`src/rtl/rv_pipe_pkg.sv`:
```
// Shared definitions for the RV32I pipeline: bubble instruction, reset PC,
// PC alignment mask and the IF/ID pipeline-register bundle.
package rv_pipe_pkg;

  localparam int unsigned XLEN = 32;

  localparam logic [XLEN-1:0] NOP_INST      = 32'h0000_0013;  // addi x0,x0,0
  localparam logic [XLEN-1:0] RESET_PC      = 32'h0000_0000;
  localparam logic [XLEN-1:0] PC_ALIGN_MASK = 32'hFFFF_FFFC;

  typedef struct packed {
    logic [XLEN-1:0] pc;
    logic [XLEN-1:0] pc_plus4;
    logic [XLEN-1:0] inst;
    logic            valid;
  } ifid_t;

  // Bubble bundle for a given NOP encoding.
  function automatic ifid_t nop_bundle(input logic [XLEN-1:0] nop);
    ifid_t b;
    b.pc       = '0;
    b.pc_plus4 = '0;
    b.inst     = nop;
    b.valid    = 1'b0;
    return b;
  endfunction

endpackage

```
`src/rtl/if_id_reg.sv`:
```
// IF/ID pipeline register.
//   clk, rst_n : clock, async active-low reset (resets to the bubble bundle)
//   load       : capture d this edge
//   flush      : replace contents with the bubble bundle (beats hold/load)
//   hold       : keep contents (beats load)
//   d / q      : incoming / registered IF/ID bundle
module if_id_reg
  import rv_pipe_pkg::*;
#(
  parameter logic [31:0] NOP_VAL = NOP_INST
) (
  input  logic  clk,
  input  logic  rst_n,
  input  logic  load,
  input  logic  flush,
  input  logic  hold,
  input  ifid_t d,
  output ifid_t q
);

  // Priority: flush > hold > load.
  always_ff @(posedge clk or negedge rst_n) begin
    if (!rst_n) begin
      q <= nop_bundle(NOP_VAL);
    end else if (flush) begin
      q <= nop_bundle(NOP_VAL);
    end else if (load && !hold) begin
      q <= d;
    end
  end

endmodule

```
`src/rtl/if_stage.sv`:
```
// Instruction-fetch stage: PC register, next-PC selection, IF/ID capture,
// fetch counter and sticky misaligned-redirect flag.
//   clk, rst_n      : clock, async active-low reset
//   stall           : hold PC, IF/ID and counter
//   redirect        : taken branch/jump from EX; flush IF/ID, load redirect_pc
//   redirect_pc     : redirect target (low two bits dropped, flagged if set)
//   imem_addr       : fetch address, straight from the PC register
//   imem_inst       : instruction returned combinationally by memory
//   ifid_*          : IF/ID register contents
//   fetch_count     : saturating count of instructions accepted into IF/ID
//   misalign_err    : sticky, set by a redirect with target[1:0] != 0
module if_stage #(
  parameter logic [31:0]  RESET_PC = rv_pipe_pkg::RESET_PC,
  parameter logic [31:0]  NOP_INST = rv_pipe_pkg::NOP_INST,
  parameter int unsigned  CNT_W    = 32
) (
  input  logic             clk,
  input  logic             rst_n,
  input  logic             stall,
  input  logic             redirect,
  input  logic [31:0]      redirect_pc,
  output logic [31:0]      imem_addr,
  input  logic [31:0]      imem_inst,
  output logic [31:0]      ifid_pc,
  output logic [31:0]      ifid_pc_plus4,
  output logic [31:0]      ifid_inst,
  output logic             ifid_valid,
  output logic [CNT_W-1:0] fetch_count,
  output logic             misalign_err
);

  import rv_pipe_pkg::*;

  logic [31:0] pc;
  logic [31:0] pc_plus4;
  logic        advance;
  ifid_t       ifid_d;
  ifid_t       ifid_q;

  assign pc_plus4  = pc + 32'd4;  // wraps modulo 2^32
  assign advance   = !redirect && !stall;
  assign imem_addr = pc;

  // PC register: redirect beats stall beats advance.
  always_ff @(posedge clk or negedge rst_n) begin
    if (!rst_n) begin
      pc <= RESET_PC;
    end else if (redirect) begin
      pc <= redirect_pc & PC_ALIGN_MASK;
    end else if (!stall) begin
      pc <= pc_plus4;
    end
  end

  // Sticky misaligned-target flag, cleared only by reset.
  always_ff @(posedge clk or negedge rst_n) begin
    if (!rst_n) begin
      misalign_err <= 1'b0;
    end else if (redirect && (redirect_pc[1:0] != 2'b00)) begin
      misalign_err <= 1'b1;
    end
  end

  // Counts accepted fetches; saturates at all ones.
  always_ff @(posedge clk or negedge rst_n) begin
    if (!rst_n) begin
      fetch_count <= '0;
    end else if (advance && (fetch_count != {CNT_W{1'b1}})) begin
      fetch_count <= fetch_count + CNT_W'(1);
    end
  end

  always_comb begin
    ifid_d          = nop_bundle(NOP_INST);
    ifid_d.pc       = pc;
    ifid_d.pc_plus4 = pc_plus4;
    ifid_d.inst     = imem_inst;
    ifid_d.valid    = 1'b1;
  end

  if_id_reg #(
    .NOP_VAL (NOP_INST)
  ) u_if_id_reg (
    .clk   (clk),
    .rst_n (rst_n),
    .load  (1'b1),
    .flush (redirect),
    .hold  (stall),
    .d     (ifid_d),
    .q     (ifid_q)
  );

  assign ifid_pc       = ifid_q.pc;
  assign ifid_pc_plus4 = ifid_q.pc_plus4;
  assign ifid_inst     = ifid_q.inst;
  assign ifid_valid    = ifid_q.valid;

endmodule

```
`config.mk`:
```
export PLATFORM = sky130hd
export DESIGN_NAME = if_stage
export DESIGN_NICKNAME = d
export VERILOG_FILES = /design/src/rtl/rv_pipe_pkg.sv /design/src/rtl/if_id_reg.sv /design/src/rtl/if_stage.sv
export SDC_FILE = /design/constraint.sdc
export NUM_CORES = 1
export LEC_CHECK = 0
export ABC_AREA = 1
export ABC_CLOCK_PERIOD_IN_PS = 2300
export CAP_MARGIN = 40
export CORE_UTILIZATION = 45
export CTS_CLUSTER_DIAMETER = 200
export DETAILED_ROUTE_END_ITERATION = 6
export GPL_TIMING_DRIVEN = 0
export PLACE_DENSITY_LB_ADDON = 0.15
export SYNTH_ARGS = -nofsm -noshare
export SYNTH_HDL_FRONTEND = slang
export SYNTH_SLANG_ARGS = --single-unit
```
`constraint.sdc`:
```
create_clock -name clk -period 2.3 [get_ports clk]
set_input_delay 0.46 -clock clk [delete_from_list [all_inputs] [get_ports clk]]
set_output_delay 0.46 -clock clk [all_outputs]
set_load 0.01 [all_outputs]
```
==> results of run 1 <==
[logic make-up after synthesis]
logic type	share of synthesized area, %
simple gates	30.4
flops	51.5
buf+inv	6.78
compound gates	8.98
xor+xnor	1.95
fa+ha+maj	0.328
other cells	0.0491
[worst max-delay path: cells and delay by family (launching register included)]
kind / cells / cell delay [ps]
flops: 1 / 490
buf+inv: 3 / 340
simple gates: 7 / 800
fa+ha+maj: 1 / 290
[per-stage QoR]
stage	TNS (ps)	hold WS, ps	cell area, µm²
floorplan	0	164	7640
global placement	-894310	447	10200
detailed placement	-6510	453	10200
CTS	0	33.2	10900
global route	0	41.5	10900
finish	0	-6.76	10900
[cell usage after synthesis (all sizes together)]
| master | instances |
|---|---|
| buf | 20 |
| a21oi | 4 |
| xnor2 | 5 |
| o22a | 3 |
| ha | 2 |
| nand3 | 52 |
| a22o | 30 |
| inv | 85 |
| clkbuf | 16 |
| nor2 | 102 |
| nand4 | 5 |
| nand2 | 427 |
| xor2 | 12 |
| dfrtp | 154 |
| conb | 1 |
| o211ai | 9 |
| o21ai | 60 |
| o221ai | 1 |
| dfstp | 3 |
[report_power, final]
part           internal [mW]  leakage, nW  switching [mW]
clock                   1.88        0.314            1.18
combinational          0.593         2.68           0.588
sequential              2.95         2.06           0.203
total                   5.43         5.06            1.98
[worst max path at each step]
stage | from | to | slack, ps | depth (start not counted)
global route | fetch_count[0]$_DFFE_PN0P_ | fetch_count[19]$_DFFE_PN0P_ | 100 | 11
CTS | stall | imem_addr[25]$_DFFE_PN0N_ | 190 | 8
detailed placement | stall | imem_addr[25]$_DFFE_PN0N_ | -230 | 8
global placement | rst_n | u_if_id_reg.q[39]$_DFFE_PN0N_ | -5720 | 1
finish | fetch_count[0]$_DFFE_PN0P_ | fetch_count[26]$_DFFE_PN0P_ | 240 | 11
floorplan | fetch_count[0]$_DFFE_PN0P_ | fetch_count[27]$_DFFE_PN0P_ | 500 | 11
[sequential cells by signal, indices dropped and copies added, names as in the netlist]
name           flops
u_if_id_reg.q     94
fetch_count       32
imem_addr         30
misalign_err       1
[metal layers]
metal / vias up / GRT usage, %
met5: - / 0
met4: 2 / 8.30
met3: 36 / 6.96
met2: 229 / 46.6
met1: 3519 / 35.3
li1: 3610 / -
[placed cells by master, fill, tap and decap left out, drive strengths merged, types with 9 or more instances in the layout]
master,netlist,routed
buf,20,22
clkbuf,16,35
nand3,52,52
dfrtp,154,154
a22o,30,30
nor2,102,102
clkdlybuf4s50,0,225
o211ai,9,9
inv,85,88
o21ai,60,60
xor2,12,12
nand2,427,427
[area by class of cell]
| cell class | instances | area (µm²) |
|---|---|---|
| Timing Repair Buffer | 227 | 2290 |
| Clock inverter | 13 | 186 |
| Buffer | 36 | 196 |
| Multi-Input combinational cell | 714 | 3190 |
| Inverter | 85 | 322 |
| Sequential cell | 157 | 3930 |
| Fill cell | 1464 | 5730 |
| Clock buffer | 19 | 453 |
| Tap cell | 220 | 275 |
==> reports/qor.yml, run 1 <==
run_status: "complete, but fails checks"
violations: "negative hold slack"
drtPass1Iterations: 5
power_leakage_nw: 5.06
clock_path_buffers: 2
clock-sinks: 157
vias_per_cell: 5.03
routed_wl_um: 23500
grt_antenna_before_repair: 1
crit_required_ps: 2620
grt_max_degree: 80
ir_drop_v: 0.000507
hpwl_um: 17300
regToRegSetupSlack_ps: 240
synth_top_area_share_pct: 50.5
synth_top_cell_by_area: "dfrtp_1"
powerDensity_nw_per_um2: 682
port-buffer-count: 226
total_power_mw: 7.41
clk_latency_ps: 430
hp-class: "in -> async"
rsz0062_at_grt: "false"
rows: 47
start_util_pct: 46.1
worst_slack_ps: 239
finClkSkew_ps: 12.3
cts_tree: "done"
syn-cell-area_um2: 7640
cts_root_buf: "clkbuf_16"
drt_iter0_drc: 395
finalSetupViolCount: 0
ff2ff_path_depth: 11
crit_path_end_kind: "flop"
cts_buffers: 17
fin_hold_ws_ps: -6.76
die_y_um: 132
synth_warnings: 0
r2r_start: "fetch_count[0]$_DFFE_PN0P_"
highest_layer: "met5"
core_area_um2: 16600
slew_viol_final: 0
finalHoldViolCount: 3
syn_to_final_growth_pct: 42.1
post_cts_buffers: 0
finalCritPeriodShare_pct: 89.6
gr-usage-all-layers_pct: 27.7
num_vias: 7396
critPathMaxStageDelay_ps: 490
max_freq_mhz: 485
cts-resized-gates: 0
synth.area.top_cells: "dfrtp_1 (50%), nand2_1 (21%), nor2_1 (4.9%)"
die_area_um2: 17500
drc: 0
ys_seq_elements: 157
gp_congestion: 0.962
wl_per_cell_um: 16.0
r2r_end: "fetch_count[26]$_DFFE_PN0P_"
synthesis.instances: 991
cp.arrival_ps: 2380
instances_no_fill: 1471
path_cells: "ha_1 -> inv_1 -> nor2_4 -> nand2_4 -> nor2_8 -> nand2_2 -> nand2_4 -> inv_4 -> buf_6 -> nand2_1 -> nand2_1"
route.met2.wl_um: 11600
io_pins: 230
clkTransAtPathRegs_ps: 70
avgSynthCellArea_um2: 7.71
antennaDiodeCount: 0
die_w_um: 132
met1_length_um: 9990
critPathMaxFanout: 10
drive_above_1_share_pct: 5.36
synth-seq-area-share_pct: 51.5
htreeDepth: 4
period_needed_ps: 2060
grt_remaining_overflow: 0
maxCapViolations: 0
dpl.cell_count: 1439
slowest_stage: "dfrtp_1"
dr_wl_met3_um: 1540
startpoint_type: "flop"
ys_types: 29
final_nets: 1308
ant_nets: 0
critPathKind: "reg -> reg"
pre_cts_ws_ps: -234
ctsHoldBuffers: 0
grt_pass1_wl_um: 37600
grt_pass1_vias: 7163
finish.utilization_pct: 65.4
slew_headroom_pct: 57.0
tightest_slew_ps: 644
Power figures use the tool's default switching activity.
==> inputs of run 2 (changes only) <==
--- a/config.mk
+++ b/config.mk
@@ -8,7 +8,7 @@
 export ABC_AREA = 1
 export ABC_CLOCK_PERIOD_IN_PS = 2300
 export CAP_MARGIN = 40
-export CORE_UTILIZATION = 45
+export CORE_UTILIZATION = 40
 export CTS_CLUSTER_DIAMETER = 200
 export DETAILED_ROUTE_END_ITERATION = 6
 export GPL_TIMING_DRIVEN = 0
==> reports/qor.yml, run 2 (same netlist as run 1, synthesis figures left out) <==
run_status: "complete, but fails checks"
violations: "negative hold slack"
drive_above_1_share_pct: 5.20
finClkSkew_ps: 13.1
ant_nets: 0
clk_latency_ps: 430
gr-usage-all-layers_pct: 25.4
power_leakage_nw: 5.04
drc: 0
regToRegSetupSlack_ps: 260
rsz0062_at_grt: "false"
finalHoldViolCount: 10
htreeDepth: 4
cts_tree: "done"
slew_viol_final: 0
grt_pass1_vias: 7103
cts_buffers: 17
largest_register: "u_if_id_reg.q"
pre_cts_ws_ps: -123
path_cells: "ha_1 -> inv_1 -> nor2_4 -> nand2_4 -> nor2_8 -> nand2_2 -> nand2_4 -> inv_4 -> buf_6 -> nand2_1 -> nand2_1"
start_util_pct: 40.8
die_y_um: 140
rows: 50
drt_iter0_drc: 435
post_cts_buffers: 0
final_common_cell: "nand2_1"
gp_congestion: 0.940
drtPass1Iterations: 7
hpwl_um: 17900
routed_wl_um: 24300
tns_ps: 0
grt_max_degree: 86
fin_hold_ws_ps: -28.2
clkTransAtPathRegs_ps: 60
antennaDiodeCount: 0
slew_headroom_pct: 54.3
io_pins: 230
cts-resized-gates: 0
die_area_um2: 19700
cp.arrival_ps: 2360
clock_path_buffers: 2
fillerInstances: 1748
regArea_um2: 3930
grt_antenna_before_repair: 0
period_needed_ps: 2040
startpoint_type: "flop"
cts_root_buf: "clkbuf_16"
critPathMaxStageDelay_ps: 480
slowest_stage: "dfrtp_1"
ir_drop_v: 0.000523
max_freq_mhz: 489
hp-class: "in -> async"
tightest_slew_ps: 686
final_nets: 1308
multi_input_area_um2: 3190
die_w_um: 140
total_power_mw: 7.37
ctsHoldBuffers: 0
finalCritPeriodShare_pct: 88.9
core_area_um2: 18700
crit_required_ps: 2620
maxCapViolations: 0
wl_per_cell_um: 16.4
critPathKind: "reg -> reg"
syn_to_final_growth_pct: 42.1
grt_remaining_overflow: 0
crit_path_end_kind: "flop"
powerDensity_nw_per_um2: 679
critPathMaxFanout: 10
grt_pass1_wl_um: 38500
worst_slack_ps: 256
mostFrequentLayoutCells: "nand2_1 (423), clkdlybuf4s50_1 (225), dfrtp_1 (154)"
finalSetupViolCount: 0
largest_register_ffs: 94
num_vias: 7360
clock-sinks: 157
port-buffer-count: 226
vias_per_cell: 4.96
run 2: cell count changes in the layout (fill, tap and decap cells not counted), sizes merged:
cell      previous run  this run
clkinv               5         1
inv                 88        91
clkinvlp             1         3
bufinv               4         3
run 2: metal layers:
layer	up-vias	wire [µm]	global-route usage, %
li1	3616	-	-
met1	3487	10300	31.4
met2	225	12000	43.9
met3	32	1590	6.63
met4	0	375	7.17
met5	-	0	0
run 2: final timing paths:
path,from,to,cells after the start
min reg2reg,misalign_err$_DFFE_PN0P_,misalign_err$_DFFE_PN0P_,2
min,rst_n,fetch_count[0]$_DFFE_PN0P_,1
max in group asynchronous,rst_n,u_if_id_reg.q[5]$_DFFE_PN1N_,2
max,fetch_count[0]$_DFFE_PN0P_,fetch_count[0]$_DFFE_PN0P_,11
max reg2reg,fetch_count[0]$_DFFE_PN0P_,fetch_count[0]$_DFFE_PN0P_,11
min in group clk,misalign_err$_DFFE_PN0P_,misalign_err$_DFFE_PN0P_,2
run 2: final cells by class:
class                   count  share of cell area (%)
plain buffers              36                    1.81
clock buffers              19                    4.08
clock inverters            13                    1.65
inverters                  85                    2.96
multi-input cells         714                    29.4
flip-flops and latches    157                    36.2
well taps                 234                    2.70
repair buffers            227                    21.1
run 2: critical path: cells and delay by family (launching register included):
kind,cells,cell delay (ps)
fa+ha+maj,1,290
buf+inv,3,340
flops,1,480
simple gates,7,800
run 2: report_power, final:
group	switching (mW)	internal (mW)	leakage, nW
clock network	1.27	1.77	0.295
registers	0.199	2.95	2.06
logic	0.593	0.593	2.68
run 2: metrics by stage:
| stage | util (%) | instances | hold WS [ps] | cell area [µm²] |
|---|---|---|---|---|
| final | 58.0 | 1485 | -28.2 | 10900 |
| after global routing | 58.0 | 1485 | 32.2 | 10900 |
| after CTS | 58.0 | 1485 | 5.78 | 10900 |
| after detailed placement | 54.7 | 1453 | 462 | 10200 |
| after global placement | 54.5 | 1452 | 448 | 10200 |
| after floorplan | - | 992 | 164 | 7640 |
